## config.mk

```make
export PLATFORM = sky130hd
export DESIGN_NAME = muldiv_sequencer_flat
export DESIGN_NICKNAME = d
export VERILOG_FILES = /design/src/rtl/muldiv_sequencer_if.sv /design/src/rtl/muldiv_sequencer.sv /design/src/flat_wrapper.sv
export SDC_FILE = /design/constraint.sdc
export NUM_CORES = 1
export LEC_CHECK = 0
export CAP_MARGIN = 25
export CELL_PAD_IN_SITES_DETAIL_PLACEMENT = 0
export CELL_PAD_IN_SITES_GLOBAL_PLACEMENT = 1
export CORE_ASPECT_RATIO = 0.9
export CORE_UTILIZATION = 47
export DETAILED_ROUTE_END_ITERATION = 16
export GPL_TIMING_DRIVEN = 1
export PLACE_DENSITY = 0.95
export SYNTH_ARGS = -nofsm -noshare
export SYNTH_HDL_FRONTEND = slang
export SYNTH_SLANG_ARGS = --single-unit
```

## constraint.sdc

```tcl
create_clock -name clk -period 6.7 [get_ports clk]
set_input_delay 1.34 -clock clk [delete_from_list [all_inputs] [get_ports clk]]
set_output_delay 1.34 -clock clk [all_outputs]
set_load 0.1 [all_outputs]
```

## src/rtl/muldiv_sequencer_if.sv

```systemverilog
// ---------------------------------------------------------------------------
// muldiv_sequencer_if
//   Handshake and data bundle between the control unit (master) and the
//   multiply/divide sequencer (slave).
//
//   start        master->slave  request, honoured only while the unit is idle
//   op           master->slave  00 MULTU, 01 MULT, 10 DIVU, 11 DIV
//   A, B         master->slave  operands, sampled on the accept edge only
//   busy         slave->master  operation in flight (accept+1 .. done)
//   done         slave->master  one-cycle pulse, results valid
//   hi, lo       slave->master  product[63:32]/[31:0] or remainder/quotient
//   div_by_zero  slave->master  divide with B==0, cleared on next accept
// ---------------------------------------------------------------------------
interface muldiv_sequencer_if #(
  parameter int WIDTH = 32
);
  logic             start;
  logic [1:0]       op;
  logic [WIDTH-1:0] A;
  logic [WIDTH-1:0] B;
  logic             busy;
  logic             done;
  logic [WIDTH-1:0] hi;
  logic [WIDTH-1:0] lo;
  logic             div_by_zero;

  modport master (
    output start, op, A, B,
    input  busy, done, hi, lo, div_by_zero
  );

  modport slave (
    input  start, op, A, B,
    output busy, done, hi, lo, div_by_zero
  );
endinterface

```

## src/rtl/muldiv_sequencer.sv

```systemverilog
// ---------------------------------------------------------------------------
// muldiv_sequencer
//   Multi-cycle MULT/MULTU/DIV/DIVU unit for the execute stage. One shared
//   adder/subtractor is stepped through ITER iterations: shift-add for
//   multiply, restoring division for divide. Signed operations work on
//   magnitudes and fix the signs up afterwards.
//
//   Fixed latency: accept edge E, PREP E+1, ITER E+2..E+33, FIX E+34,
//   DONE (done pulse) E+35, for every op including divide by zero.
//
//   Ports:
//     clk    system clock, all state changes on the rising edge
//     reset  synchronous, active-low reset
//     bus    muldiv_sequencer_if slave modport (start/op/A/B in,
//            busy/done/hi/lo/div_by_zero out)
//
//   Parameters:
//     WIDTH  operand width (only 32 is supported)
//     ITER   iteration count, must equal WIDTH
// ---------------------------------------------------------------------------
module muldiv_sequencer #(
  parameter int WIDTH = 32,
  parameter int ITER  = 32
) (
  input  logic                clk,
  input  logic                reset,
  muldiv_sequencer_if.slave   bus
);

  localparam int CW = $clog2(ITER);

  localparam logic [2:0] S_IDLE = 3'd0;
  localparam logic [2:0] S_PREP = 3'd1;
  localparam logic [2:0] S_ITER = 3'd2;
  localparam logic [2:0] S_FIX  = 3'd3;
  localparam logic [2:0] S_DONE = 3'd4;

  // Control / operand state
  logic [2:0]       state;
  logic [1:0]       op_r;       // [1]=divide, [0]=signed
  logic [WIDTH-1:0] a_r;        // A as latched, also the div-by-zero hi value
  logic [WIDTH-1:0] b_r;
  logic [WIDTH-1:0] opnd;       // multiplicand (mul) or divisor (div) magnitude
  logic [WIDTH-1:0] acc_hi;     // product upper half / partial remainder
  logic [WIDTH-1:0] acc_lo;     // multiplier -> product lower half / dividend -> quotient
  logic [CW-1:0]    cnt;
  logic             neg_q;      // product / quotient must be negated
  logic             neg_r;      // remainder must be negated

  // Result registers
  logic [WIDTH-1:0] hi_r;
  logic [WIDTH-1:0] lo_r;
  logic             dbz_r;

  logic is_div;
  logic is_signed;
  assign is_div    = op_r[1];
  assign is_signed = op_r[0];

  // ------------------------------------------------------------------------
  // Operand magnitudes. For signed ops a negative operand is two's
  // complemented; 0x80000000 maps onto itself, which read unsigned is 2^31.
  // ------------------------------------------------------------------------
  logic [WIDTH-1:0] mag_a;
  logic [WIDTH-1:0] mag_b;
  assign mag_a = (is_signed && a_r[WIDTH-1]) ? -a_r : a_r;
  assign mag_b = (is_signed && b_r[WIDTH-1]) ? -b_r : b_r;

  // ------------------------------------------------------------------------
  // Shared adder. Two guard bits: bit WIDTH is the multiply carry, bit
  // WIDTH+1 is the divide borrow (the subtract is done as a + ~b + 1).
  // ------------------------------------------------------------------------
  logic [WIDTH:0]   rem_sh;     // partial remainder after the left shift
  logic [WIDTH+1:0] add_a;
  logic [WIDTH+1:0] add_b;
  logic [WIDTH+1:0] sum;
  logic             no_borrow;

  assign rem_sh    = {acc_hi, acc_lo[WIDTH-1]};
  assign add_a     = is_div ? {1'b0, rem_sh} : {2'b00, acc_hi};
  assign add_b     = is_div ? ~{2'b00, opnd}
                            : (acc_lo[0] ? {2'b00, opnd} : '0);
  assign sum       = add_a + add_b + {{(WIDTH+1){1'b0}}, is_div};
  assign no_borrow = ~sum[WIDTH+1];

  // ------------------------------------------------------------------------
  // Per-iteration next accumulator values and FIX-stage results.
  // ------------------------------------------------------------------------
  logic [WIDTH-1:0]   acc_hi_nxt;
  logic [WIDTH-1:0]   acc_lo_nxt;
  logic [2*WIDTH-1:0] prod_fix;
  logic [WIDTH-1:0]   quo_fix;
  logic [WIDTH-1:0]   rem_fix;

  always_comb begin
    // NOTE: every variable assigned here gets a default first so no path
    // leaves it unassigned, which would otherwise infer a latch.
    acc_hi_nxt = acc_hi;
    acc_lo_nxt = acc_lo;
    if (is_div) begin
      // Restoring step: keep the trial difference only if it did not borrow.
      // When it did, the shifted remainder is below the divisor and fits.
      acc_hi_nxt = no_borrow ? sum[WIDTH-1:0] : rem_sh[WIDTH-1:0];
      acc_lo_nxt = {acc_lo[WIDTH-2:0], no_borrow};
    end else begin
      // Shift {carry, acc_hi, multiplier} right by one.
      acc_hi_nxt = sum[WIDTH:1];
      acc_lo_nxt = {sum[0], acc_lo[WIDTH-1:1]};
    end
  end

  assign prod_fix = neg_q ? -{acc_hi, acc_lo} : {acc_hi, acc_lo};
  assign quo_fix  = neg_q ? -acc_lo : acc_lo;
  assign rem_fix  = neg_r ? -acc_hi : acc_hi;

  // ------------------------------------------------------------------------
  // Sequencer
  // ------------------------------------------------------------------------
  always_ff @(posedge clk) begin
    // NOTE: sequential state uses non-blocking assignments so every register
    // samples the pre-edge values regardless of statement order.
    if (!reset) begin
      state  <= S_IDLE;
      op_r   <= '0;
      a_r    <= '0;
      b_r    <= '0;
      opnd   <= '0;
      acc_hi <= '0;
      acc_lo <= '0;
      cnt    <= '0;
      neg_q  <= 1'b0;
      neg_r  <= 1'b0;
      hi_r   <= '0;
      lo_r   <= '0;
      dbz_r  <= 1'b0;
    end else begin
      case (state)
        S_IDLE: begin
          if (bus.start) begin
            op_r  <= bus.op;
            a_r   <= bus.A;
            b_r   <= bus.B;
            dbz_r <= 1'b0;
            state <= S_PREP;
          end
        end

        S_PREP: begin
          // Sign flags only matter for signed ops, so fold that in here.
          neg_q  <= is_signed & (a_r[WIDTH-1] ^ b_r[WIDTH-1]);
          neg_r  <= is_signed & a_r[WIDTH-1];
          acc_hi <= '0;
          if (is_div) begin
            acc_lo <= mag_a;
            opnd   <= mag_b;
          end else begin
            acc_lo <= mag_b;
            opnd   <= mag_a;
          end
          cnt   <= CW'(ITER - 1);
          state <= S_ITER;
        end

        S_ITER: begin
          acc_hi <= acc_hi_nxt;
          acc_lo <= acc_lo_nxt;
          cnt    <= cnt - 1'b1;
          if (cnt == '0) begin
            state <= S_FIX;
          end
        end

        S_FIX: begin
          if (is_div && (b_r == '0)) begin
            // Divide by zero: iteration results are discarded.
            hi_r  <= a_r;
            lo_r  <= '1;
            dbz_r <= 1'b1;
          end else if (is_div) begin
            hi_r <= rem_fix;
            lo_r <= quo_fix;
          end else begin
            hi_r <= prod_fix[2*WIDTH-1:WIDTH];
            lo_r <= prod_fix[WIDTH-1:0];
          end
          state <= S_DONE;
        end

        S_DONE: begin
          // start in this cycle is deliberately ignored.
          state <= S_IDLE;
        end

        default: state <= S_IDLE;
      endcase
    end
  end

  assign bus.busy        = (state != S_IDLE);
  assign bus.done        = (state == S_DONE);
  assign bus.hi          = hi_r;
  assign bus.lo          = lo_r;
  assign bus.div_by_zero = dbz_r;

endmodule
```

## src/flat_wrapper.sv

```systemverilog
// flat-port wrapper written by rule: the top's interface ports become plain ports
module muldiv_sequencer_flat 
#(
  parameter int WIDTH = 32,
  parameter int ITER  = 32
)
  (clk, reset, bus_start, bus_op, bus_A, bus_B, bus_busy, bus_done, bus_hi, bus_lo, bus_div_by_zero);
  muldiv_sequencer_if #(.WIDTH(WIDTH)) bus_i ();
  input  logic clk;
  input  logic reset;
  input wire logic [$bits(bus_i.start)-1:0] bus_start;
  input wire logic [$bits(bus_i.op)-1:0] bus_op;
  input wire logic [$bits(bus_i.A)-1:0] bus_A;
  input wire logic [$bits(bus_i.B)-1:0] bus_B;
  output wire logic [$bits(bus_i.busy)-1:0] bus_busy;
  output wire logic [$bits(bus_i.done)-1:0] bus_done;
  output wire logic [$bits(bus_i.hi)-1:0] bus_hi;
  output wire logic [$bits(bus_i.lo)-1:0] bus_lo;
  output wire logic [$bits(bus_i.div_by_zero)-1:0] bus_div_by_zero;
  assign bus_i.start = bus_start;
  assign bus_i.op = bus_op;
  assign bus_i.A = bus_A;
  assign bus_i.B = bus_B;
  assign bus_busy = bus_i.busy;
  assign bus_done = bus_i.done;
  assign bus_hi = bus_i.hi;
  assign bus_lo = bus_i.lo;
  assign bus_div_by_zero = bus_i.div_by_zero;
  muldiv_sequencer #(.WIDTH(WIDTH), .ITER(ITER)) u_core (.clk(clk), .reset(reset), .bus(bus_i));
endmodule
```

# Word-level counts from Yosys, hierarchy flattened
# Index checks and enable logic that the tools add are counted.
# word_totals
register_bits,237
latchBits,0
ram_bits,0
mem_bits_ro,0
memories,0
# op_classes
add_sub_neg,8
n_mul,0
n_div,0
n_lt_le_gt_ge,0
n_eq_ne,7
n_shift,0
n_mux,26
bitwise_logic,5
n_reduce_logical,12
# op_table
operator,count
$mux 32,14
$neg 32->32,4
$pmux 32 s2,2
$mux 64,1
$neg 64->64,1
$add 34x1->34,1
$add 34x34->34,1
$mux 34,1
$not 32->34,1
$mux 33,1
$logic_not 32->1,1
$pmux 3 s4,1
$pmux 5 s2,1
$eq 3x2->1 const B,2
$mux 3,2
$logic_not 5->1,1
$sub 5x1->5 const B,1
$ne 2x1->1 const B,2
$reduce_and 2->1,2
$reduce_bool 2->1,2
$eq 3x1->1 const B,1
$eq 3x3->1 const B,1
$logic_and 1x1->1,3
$logic_not 3->1,1
8 further kinds,10

# Longest topological paths before layout
# depth
word_depth,7
ltp_mapped,19

# Worst setup path before layout
# Ideal clock, no wire load.
# synth_timing
kind,reg2reg
from,register u_core.op_r[1]
to,register u_core.acc_hi[24]
setup_time_ns,0.114
arrival_ns,4.409
path_slack_ns,2.177
stages_incl_launch_ff,19
path_buffers,7
cell_sequence,dfxtp_1 > buf_2 > buf_1 > clkbuf_1 > buf_1 > mux2_2 > ha_1 > clkbuf_1 > nand2_1 > o31a_1 > nor2_1 > o211ai_1 > a211oi_1 > o32a_1 > clkbuf_1 > buf_2 > mux2i_1 > o22ai_1 > a21o_1
# synth_between
elab_chain_len,6
word_cells_on_any_way,7
classes_between,2 x add/sub; 5 x mux
# synth_rtl
item,line_no,rtl
"start, declared",muldiv_sequencer.sv:40,logic [1:0] op_r;
"start signal, assigned",muldiv_sequencer.sv:140,op_r <= bus.op;
$mux 33 / $mux 34 (equally long branches),"muldiv_sequencer.sv:80, muldiv_sequencer.sv:81",
$add 34x34->34,muldiv_sequencer.sv:83,"assign sum = add_a + add_b + {{(WIDTH+1){1'b0}}, is_div};"
$add 34x1->34,muldiv_sequencer.sv:83,
$mux 32,muldiv_sequencer.sv:103,acc_hi_nxt = no_borrow ? sum[WIDTH-1:0] : rem_sh[WIDTH-1:0];
$mux 32 *,muldiv_sequencer.sv:100,if (is_div) begin
$pmux 32 s2 *,muldiv_sequencer.sv:137,case (state)
"end signal, assigned",muldiv_sequencer.sv:165,acc_hi <= acc_hi_nxt;
"end, declared",muldiv_sequencer.sv:44,logic [WIDTH-1:0] acc_hi;
# Mark *: on every way between the ends. The rest lies on a longest branch, timed or not.
# A chain may end at the register's enable or synchronous reset.

# Final worst setup path
# layout_timing
from,register u_core.op_r[1]
to,register u_core.acc_hi[28]
# Same word-level chain as after synthesis.

==> out/results.ini <==
[status]
status = finished clean

[worst_setup_path]
cp.arrival_ns = 5.28
rr_worst_depth = 12
critPathMaxStageDelay_ns = 0.56
cp.required_ns = 7.12
endpoint_kind = flip-flop
ff2ff_setup_slack_ns = 1.84
timing_worst_setup_path_type = reg -> reg
crit_chain = inv_2 -> o21ai_0 -> fa_1 -> fa_1 -> a21o_1 -> a221oi_1 -> o211ai_1 -> nor2_1 -> o21ai_0 -> a41o_1 -> xor2_1 -> a221o_1
startpoint_type = flip-flop
slowest_stage = dfxtp_4
cp_max_fo = 61

[floorplanning]
die_x_um = 192.0
initial_core_util = 0.4777
num_rows = 62
ioPinCount = 136
die_height_um = 173.0
core_area_um2 = 31960
die_area_um2 = 33210

[worst_hold_path]
hold_path_class = reg -> reg
whs_path_depth = 2

[clock_network]
clock_sinks = 237
cts_resized = 0
clkTransAtPathRegs_ns = 0.07
numCtsBuffers = 27
cts_hold_buf = 0
htreeDepth = 1
post_cts_buffers = 0
cts_tree = done
worstSkewPairLatency_ns = 0.54
cts_root_buf = clkbuf_16
clockBufferDepth = 3

[sta]
tightest_slew_ns = 1.034
period_share = 0.7252
min_period_ns = 4.859
fmax_mhz = 205.8
rsz0062_at_grt = no
setup_viol = 0
layout_setup_ws_ns = 1.841
slew_viol_final = 0
max_slew_margin = 0.3087
hold_violations = 0
final.setup_skew_ns = 0.01019
fin_setup_tns_ns = 0
hold_ws_ns = 0.4713

[place]
gp_congestion = 0.9539
dpl-instance-area_um2 = 16640
io_buffer_count = 135
hpwl_mm = 37.70
post-place-ws_ns = 1.945

[pwr]
peakVddDrop_v = 0.0001827
total_leakage_power_uw = 0.006451
powerDensity_nw_per_um2 = 246.2

[grt]
gr-total-overflow = 0
grt_max_degree = 86
grtUsageTotal = 0.3010
grt_pass1_vias = 13800
grt_pass1_wl_mm = 78.67
antenna_found_initial = 1

[synth]
ys.flop_type = dfxtp_1
synth-seq-cells = 237
seq_area_frac_synth = 0.3107
syn-num-nets = 2169
async_reset_ff_frac = 0
syn_area_per_cell_um2 = 7.412
synth.distinct_cells = 77
synthCells = 2060
synth_edf_count = 0
synthesis.area_um2 = 15270
ys_warn_count = 0

[cells_and_area]
fin_nets = 2184
n_antenna_cell = 0
fillers = 3084
drive_above_1_share = 0.06348
fin_area_um2 = 17610
syn_to_final_growth_pct = 15.31
final_common_cell = nand2_1
utilization = 0.5509
most-common-layout-cells = 341 x nand2_1, 236 x dfxtp_1, 233 x a21oi_1

[route]
antenna_left = 0
routed-via-count = 15540
wl_met3_mm = 4.476
wl_met2_mm = 22.45
drt-pass1-iter-count = 6
highest_layer = met4
drt_iter0_markers = 1694
drc = 0
wl_met1_mm = 22.70
vias_per_cell = 6.187
routedWlPerCell_um = 20.50
totalWireLength_mm = 51.48

[flow_run]
drv_cap = 0

## per-layer routing
| metal | global-route usage | up-vias |
|---|---|---|
| met5 | 0 | - |
| met4 | 0.1033 | 0 |
| met3 | 0.04425 | 96 |
| met2 | 0.4549 | 721 |
| met1 | 0.4336 | 7374 |
| li1 | - | 7344 |
## registers in the layout, indices dropped and copies added, names as in the netlist
signal	flops
u_core.state	3
u_core.acc_hi	32
u_core.opnd	32
u_core.neg_r	1
u_core.neg_q	1
u_core.b_r	32
u_core.bus.div_by_zero	1
u_core.op_r	2
u_core.a_r	32
u_core.bus.hi	32
u_core.cnt	5
u_core.acc_lo	32
u_core.bus.lo	32
## final cells by class
| class | count | area [um^2] | share of cell area |
|---|---|---|---|
| clock buffer | 33 | 708.2 | 0.04022 |
| clock inverter | 16 | 232.7 | 0.01322 |
| inverter | 34 | 130.1 | 0.007391 |
| multi-input combinational | 1616 | 9727 | 0.5525 |
| sequential | 237 | 4748 | 0.2697 |
| tap | 416 | 520.5 | 0.02956 |
| timing repair buffer | 159 | 1539 | 0.08741 |
## power breakdown
part           internal, uW  switching, uW  leakage (uW)
Clock                   952            636      0.000454
Sequential             1490            140       0.00192
Combinational           372            742       0.00407
Total                  2820           1520       0.00645
## critical path: cells and delay by family (launching register included)
kind            cells  cell delay (ns)
compound gates      7             2.17
fa+ha+maj           2             0.92
flops               1             0.56
buf+inv             1             0.50
simple gates        1             0.36
xor+xnor            1             0.16
## cells by family after synthesis
group / share of synthesized area
fa+ha+maj: 0.03376
xor+xnor: 0.08490
flops: 0.3107
buf+inv: 0.05318
mux: 0.06195
compound gates: 0.2595
simple gates: 0.1959
## synth_stat cells, types with 33 or more instances
| cell | number | area, um^2 |
|---|---|---|
| nor2_1 | 137 | 514.2 |
| xnor2_1 | 64 | 560.5 |
| nand2_1 | 342 | 1284 |
| nor3_1 | 34 | 170.2 |
| ha_1 | 38 | 475.5 |
| a31oi_1 | 43 | 269.0 |
| a21oi_1 | 233 | 1166 |
| nand3_1 | 41 | 205.2 |
| xor2_1 | 84 | 735.7 |
| mux2i_1 | 63 | 630.6 |
| o21ai_0 | 191 | 955.9 |
| dfxtp_1 | 237 | 4745 |
| clkbuf_1 | 143 | 536.8 |
| inv_1 | 33 | 123.9 |
## through the flow
step,std cells,total power [uW]
5_1_grt,2511,4504
6_report,2511,4334
4_1_cts,2510,4320
2_1_floorplan,2060,2410
3_3_place_gp,2461,2732
3_5_place_dp,2461,2746
## worst paths after layout
path                         start                end
setup / recovery    u_core.op_r[1]  u_core.acc_hi[28]
hold / removal    u_core.bus.hi[3]   u_core.bus.hi[3]
setup reg to reg    u_core.op_r[1]  u_core.acc_hi[28]
hold reg to reg   u_core.bus.hi[3]   u_core.bus.hi[3]
Note: power is estimated with default switching activity, not from simulation.
